==> src/rtl/video_frame_sig.sv <==
// Frame-signature unit: on request, captures the next full vsync-to-vsync frame.
// It reports a CRC-32 over the visible pixels, the visible pixel and active line counts, and a size check.
module video_frame_sig #(
    parameter int H_VISIBLE = 640,
    parameter int V_VISIBLE = 480
) (
    input  logic        clk,
    input  logic        reset,
    input  logic        vga_hsync,
    input  logic        vga_vsync,
    input  logic        vga_blank,
    input  logic [23:0] video_rgb,
    input  logic        arm,
    output logic        busy,
    output logic        done,
    output logic [31:0] crc,
    output logic [19:0] pixel_count,
    output logic [9:0]  line_count,
    output logic        size_err
);

    localparam logic [31:0] CRC_POLY    = 32'hEDB88320;
    localparam logic [31:0] CRC_INIT    = 32'hFFFFFFFF;
    localparam logic [19:0] EXP_PIXELS  = 20'(H_VISIBLE * V_VISIBLE);
    localparam logic [9:0]  EXP_LINES   = 10'(V_VISIBLE);
    localparam logic [19:0] PIX_MAX     = '1;
    localparam logic [9:0]  LINE_MAX    = '1;

    typedef enum logic [1:0] {
        IDLE    = 2'd0,
        WAIT_VS = 2'd1,
        CAPTURE = 2'd2,
        DONE    = 2'd3
    } state_t;

    state_t      state_q, state_d;
    logic [31:0] crc_q, crc_d;
    logic [19:0] pix_cnt_q, pix_cnt_d;
    logic [9:0]  line_cnt_q, line_cnt_d;
    logic        size_err_q, size_err_d;
    logic        vsync_q, vsync_d;
    logic        hsync_q, hsync_d;
    logic        blank_q, blank_d;

    logic        vs_fall;
    logic        line_start;
    logic        hsync_debug_unused;

    // One reflected CRC-32 byte step, LSB first.
    function automatic logic [31:0] crc_byte(input logic [31:0] c, input logic [7:0] b);
        logic [31:0] r;
        r = c ^ {24'h000000, b};
        for (int i = 0; i < 8; i++) begin
            r = r[0] ? ((r >> 1) ^ CRC_POLY) : (r >> 1);
        end
        return r;
    endfunction

    assign vs_fall            = !vga_vsync && vsync_q;
    assign line_start         = !vga_blank && blank_q;
    assign hsync_debug_unused = hsync_q;

    always_comb begin
        vsync_d    = vga_vsync;
        hsync_d    = vga_hsync;
        blank_d    = vga_blank;
        state_d    = state_q;
        crc_d      = crc_q;
        pix_cnt_d  = pix_cnt_q;
        line_cnt_d = line_cnt_q;
        size_err_d = size_err_q;

        case (state_q)
            IDLE: begin
                if (arm) begin
                    state_d = WAIT_VS;
                end
            end
            WAIT_VS: begin
                if (vs_fall) begin
                    state_d    = CAPTURE;
                    crc_d      = CRC_INIT;
                    pix_cnt_d  = '0;
                    line_cnt_d = '0;
                    size_err_d = 1'b0;
                end
            end
            CAPTURE: begin
                // The pixel on the closing vsync edge is excluded; it is blanked in legal timing.
                if (vs_fall) begin
                    state_d    = DONE;
                    size_err_d = (pix_cnt_q != EXP_PIXELS) || (line_cnt_q != EXP_LINES);
                end else if (!vga_blank) begin
                    crc_d = crc_byte(crc_byte(crc_byte(crc_q, video_rgb[7:0]),
                                              video_rgb[15:8]), video_rgb[23:16]);
                    if (pix_cnt_q != PIX_MAX) begin
                        pix_cnt_d = pix_cnt_q + 20'd1;
                    end
                    if (line_start && (line_cnt_q != LINE_MAX)) begin
                        line_cnt_d = line_cnt_q + 10'd1;
                    end
                end
            end
            DONE: begin
                state_d = IDLE;
            end
            default: begin
                state_d = IDLE;
            end
        endcase
    end

    always_ff @(posedge clk) begin
        if (reset) begin
            state_q    <= IDLE;
            crc_q      <= CRC_INIT;
            pix_cnt_q  <= '0;
            line_cnt_q <= '0;
            size_err_q <= 1'b0;
            vsync_q    <= 1'b1;
            hsync_q    <= 1'b1;
            blank_q    <= 1'b1;
        end else begin
            state_q    <= state_d;
            crc_q      <= crc_d;
            pix_cnt_q  <= pix_cnt_d;
            line_cnt_q <= line_cnt_d;
            size_err_q <= size_err_d;
            vsync_q    <= vsync_d;
            hsync_q    <= hsync_d;
            blank_q    <= blank_d;
        end
    end

    assign busy        = (state_q == WAIT_VS) || (state_q == CAPTURE);
    assign done        = (state_q == DONE);
    assign crc         = crc_q;
    assign pixel_count = pix_cnt_q;
    assign line_count  = line_cnt_q;
    assign size_err    = size_err_q;

endmodule

==> config.mk <==
export PLATFORM = sky130hd
export DESIGN_NAME = video_frame_sig
export DESIGN_NICKNAME = d
export VERILOG_FILES = /design/src/rtl/video_frame_sig.sv
export SDC_FILE = /design/constraint.sdc
export NUM_CORES = 1
export LEC_CHECK = 0
export CAP_MARGIN = 30
export CORE_MARGIN = 4
export CORE_UTILIZATION = 50
export DETAILED_ROUTE_END_ITERATION = 12
export PLACE_DENSITY = 0.76
export SETUP_SLACK_MARGIN = 0.5
export SLEW_MARGIN = 30
export SYNTH_ARGS = -nofsm -noshare
export SYNTH_HDL_FRONTEND = slang
export SYNTH_SLANG_ARGS = --single-unit
==> constraint.sdc <==
create_clock -name clk -period 5.8 [get_ports clk]
set_input_delay 1.16 -clock clk [delete_from_list [all_inputs] [get_ports clk]]
set_output_delay 1.16 -clock clk [all_outputs]
set_load 0.005 [all_outputs]
# After elaboration in Yosys (flattened, before gate mapping)
# Cells that the tools add are included.
# totals
wordCells	109
output_inout_bits	65
in_bits	30
ff_bits	67
# op_classes
n_mux	45
reduce_logical	14
n_bitwise	27
add_sub_neg	2
eq_ne	14
# ops
op	count
32-bit two-way mux	27
13-bit NOT with 14-bit output	24
32-bit by 8-bit bitwise XOR with 32-bit output	3
20-bit two-way mux	4
32-bit case mux with 2 select lines	1
10-bit two-way mux	4
20-bit case mux with 2 select lines	1
20-bit by 1-bit adder with 20-bit output, second input constant	1
20-bit by 19-bit inequality test with 1-bit output, second input constant	1
20-bit inequality test, second input constant	1
10-bit case mux with 2 select lines	1
2-bit inequality test, second input constant	7
10-bit by 1-bit adder with 10-bit output, second input constant	1
10-bit inequality test, second input constant	1
10-bit by 9-bit inequality test with 1-bit output, second input constant	1
5-bit AND reduction	2
2-bit case mux with 4 select lines	1
2-bit two-way mux	3
3-bit AND reduction	2
2-bit equality test, second input constant	2
4-bit AND reduction	1
1-bit logical AND	3
2-bit by 1-bit equality test with 1-bit output, second input constant	1
1-bit logical NOT	2
other kinds (5)	7

# Logic depth before layout (Yosys ltp)
# depth
depth_word	54
depth_mapped	11
ltp_nobuf	9

# Worst setup path before layout
# No wires, ideal clock.
# synth_path
path_kind	input port to flip-flop
from	input port video_rgb[14]
to	register crc_q[21] (netlist: crc[21])
setup_time_ps	117
slack_ps	2187
cell_stages	7
t_arrival_ps	3496
path_buffers	0
required_ps	5683
cell_sequence	xor2_1 xnor3_2 xnor2_4 xnor3_1 xnor3_1 xnor2_1 o22a_1
# synth_between
elab_chain_cells	28
# synth_rtl
item	line_no	text
start: declaration	12	input logic [23:0] video_rgb,
32-bit by 8-bit bitwise XOR with 32-bit output *	52	r = c ^ {24'h000000, b};
13-bit NOT with 14-bit output (no source line)	-	
32-bit two-way mux * (7 in a row)	54	r = r[0] ? ((r >> 1) ^ CRC_POLY) : (r >> 1);
13-bit NOT with 14-bit output (no source line)	-	
32-bit two-way mux *	54	
32-bit by 8-bit bitwise XOR with 32-bit output *	52	
32-bit two-way mux *	54	
13-bit NOT with 14-bit output (no source line)	-	
[5 not listed]	-	
32-bit two-way mux *	54	
13-bit NOT with 14-bit output (no source line)	-	
32-bit two-way mux * (2 in a row)	54	
13-bit NOT with 14-bit output (no source line)	-	
32-bit two-way mux *	54	
32-bit two-way mux *	93	end else if (!vga_blank) begin
32-bit two-way mux *	90	if (vs_fall) begin
32-bit case mux with 2 select lines *	73	case (state_q)
end signal: assignment	125	crc_q <= crc_d;
end: declaration	37	logic [31:0] crc_q, crc_d;
# Mark *: on every way between the ends. The rest lies on a longest branch, timed or not. The select of a mux whose other input is x is not followed.
# A chain may end at the register's enable or synchronous reset.

# Worst setup path in the final report
# layout_path
from	input port video_rgb[0]
to	register crc_q[18] (netlist: crc[18])
# layout_between
elab_chain_cells	41
elab_cells_between_ends	50
classes_between	mux: 27; bitwise: 23
# layout_rtl
item	line_no
32-bit by 8-bit bitwise XOR with 32-bit output *	52
32-bit two-way mux *	54
13-bit NOT with 14-bit output (no source line)	-
32-bit two-way mux * (3 in a row)	54
13-bit NOT with 14-bit output (no source line)	-
32-bit two-way mux * (4 in a row)	54
32-bit by 8-bit bitwise XOR with 32-bit output *	52
32-bit two-way mux * (3 in a row)	54
[17 not listed]	-
32-bit two-way mux *	54
13-bit NOT with 14-bit output (no source line)	-
32-bit two-way mux *	54
13-bit NOT with 14-bit output (no source line)	-
32-bit two-way mux * (2 in a row)	54
32-bit two-way mux *	93
32-bit two-way mux *	90
32-bit case mux with 2 select lines *	73
# Marked as above.

==> reports/results.txt <==
Status: complete, no violations
Routed via count: 3976
Clock Latency Late Sink: 360 ps
CTS tree: done
Total CTS buffers: 9
Startpoint types: input pin
Row count: 37
Slew headroom: 0.4675
Final setup TNS: 0 ps
# IOs: 95
Fill count: 819
Syn Area/Cell: 10.66 µm²
Final max-slew violation count: 0
# hold bufs at CTS: 0
H-tree depth: 3
CTS Buffer Depth: 2
P&R area growth vs syn: 24.13%
Starting Density: 0.5218
Cell area after synthesis: 0.005459 mm²
Total track usage: 0.2232
Most common cell after layout, fill and taps aside: xnor2_1
Initial antenna violation count: 0
Post-CTS Resized: 0
Number of synthesized register bits: 67
Final-stage net count: 641
WL per Instance: 18.56 µm
Total gr overflow: 0
Final Core Density: 0.6477
Worst Path Required: 6060 ps
Post-DP HPWL: 10810 µm
Clock transition at path regs: 80 ps
Die height: 112.5 µm
Main flop type after synthesis: dfxtp_1
Critical path arrival: 4560 ps
Crit end category: register
Cells after Synth: 512
Endpoints failing setup: 0
Via density: 5.344
Most frequent cells in the layout: xnor2_1, clkdlybuf4s50_1, dfxtp_1, nor2_1, xnor3_1
Asr flop ratio synth: 0
Remaining antenna violation count: 0
Post-layout minimum cycle time: 4302 ps
FMAX: 232.5 MHz
Reg-to-reg slack, setup: 2400 ps
EDFF count, synth: 0
Least-Margin Pin Slew: 796.3 ps
Sequential fraction of the synthesis area: 0.2457
Sinks on Clock Net: 67
Routability Congestion: 0.9173
Die Area: 0.01265 mm²
Final hold viol count: 0
Clock Skew: 10.43 ps
Number of max-cap violations: 0
Worst Path Max Fanout: 9
Chip width: 112.5 µm
Post-CTS Setup Inserts: 0
Final wirelength: 13810 µm
Yosys Warn Count: 0
Fin crit share: 0.7417
DP Cell Count: 728
Core area: 0.01046 mm²
HP Class: register to register
Post-route DRC violation count: 0
Post-route insts no fill: 744
PortBufs: 93
ANT cells: 0
Drt first pass iters: 4
Initial DRC Count: 204
Syn Nets: 550
Share of layout cells above drive strength 1: 0.07401
Global-route wire length before repair: 22240 µm
Kind of critical path: input pin to register
Vias in the first global route: 4238
Count of cell types in the netlist: 45
Clock tree root driver cell: clkbuf_8
Largest net degree at the start of global routing: 28
Unrepaired setup endpoints after global routing: no
per-stage QoR:
step	hold WS [ps]	area [µm²]	worst slack [ps]
5_1_grt	514.0	6777	1367
6_report	511.9	6777	1498
3_3_place_gp	496.4	6515	1222
3_5_place_dp	490.9	6515	1139
2_1_floorplan	470.4	5459	2187
4_1_cts	506.9	6774	1537
worst paths after layout:
path                startpoint  endpoint  cells past startpoint
setup reg to reg        crc[0]   crc[18]                      7
setup / recovery  video_rgb[0]   crc[18]                      8
hold reg to reg       size_err  size_err                      2
hold / removal        size_err  size_err                      2
worst max-delay path, stage by stage:
cell	delay (ps)
clkdlybuf4s50_1	490
xnor2_4	470
xor3_1	500
xor3_1	480
xor2_2	390
xor2_1	400
xor3_1	490
o22a_1	160
layout make-up:
cell class / count / area [µm²] / area share
clock inverter: 5 / 107.6 / 0.01588
multi-input combinational: 419 / 4023 / 0.5936
tap: 136 / 170.2 / 0.02511
clock buffer: 11 / 151.4 / 0.02234
sequential: 67 / 1341 / 0.1979
timing repair buffer: 94 / 938.4 / 0.1385
inverter: 12 / 45.04 / 0.006647
logic make-up after synthesis:
group	Yosys count	synth area share
flip-flops	67	0.2457
adder cells (fa/ha/maj)	8	0.01834
XOR/XNOR	215	0.5251
AO/OA/AOI/OAI	54	0.06074
buffers and inverters	26	0.01788
AND/OR/NAND/NOR	141	0.1304
multiplexers	1	0.001834
synth_stat cells (2+ instances only):
cell,number,area (µm²)
clkbuf_1,13,48.80
inv_1,12,45.04
nand4_1,9,56.30
xor2_1,40,350.3
xnor2_4,6,165.2
o22a_1,5,43.79
or3_1,3,18.77
or4_1,2,15.01
xor3_1,7,166.4
nor3_1,4,20.02
and3_1,7,43.79
nand2b_1,16,100.1
xnor3_2,3,71.32
xnor3_1,43,968.4
and4_1,3,26.28
xnor2_1,103,902.1
dfxtp_1,67,1341
nor2_1,52,195.2
o22ai_1,13,81.33
o21bai_1,2,15.01
nor2b_1,4,25.02
xor2_2,3,48.80
nor4_1,4,25.02
a21oi_1,21,105.1
ha_1,8,100.1
xor2_4,2,55.05
nand3_1,12,60.06
o21ai_0,5,25.02
or2_2,4,25.02
nand2_1,16,60.06
xnor2_2,7,113.9
a31oi_1,2,12.51
nor4b_1,2,17.52
metal layers:
metal | vias up | global-route usage | wire length (µm)
met5 | - | 0 | 0
met2 | 107 | 0.3989 | 7225
li1 | 1913 | - | -
met1 | 1937 | 0.2721 | 5604
met3 | 19 | 0.04528 | 727
met4 | 0 | 0.06330 | 248
registers in the layout, indices dropped and copies added, names as in the netlist:
signal and flops:
blank_q 1, crc 32, line_count 10, pixel_count 20, size_err 1, state_q 2
vsync_q 1
Power is not shown: default switching activity piles up to over one toggle a cycle in this logic, so the estimate is an artifact.
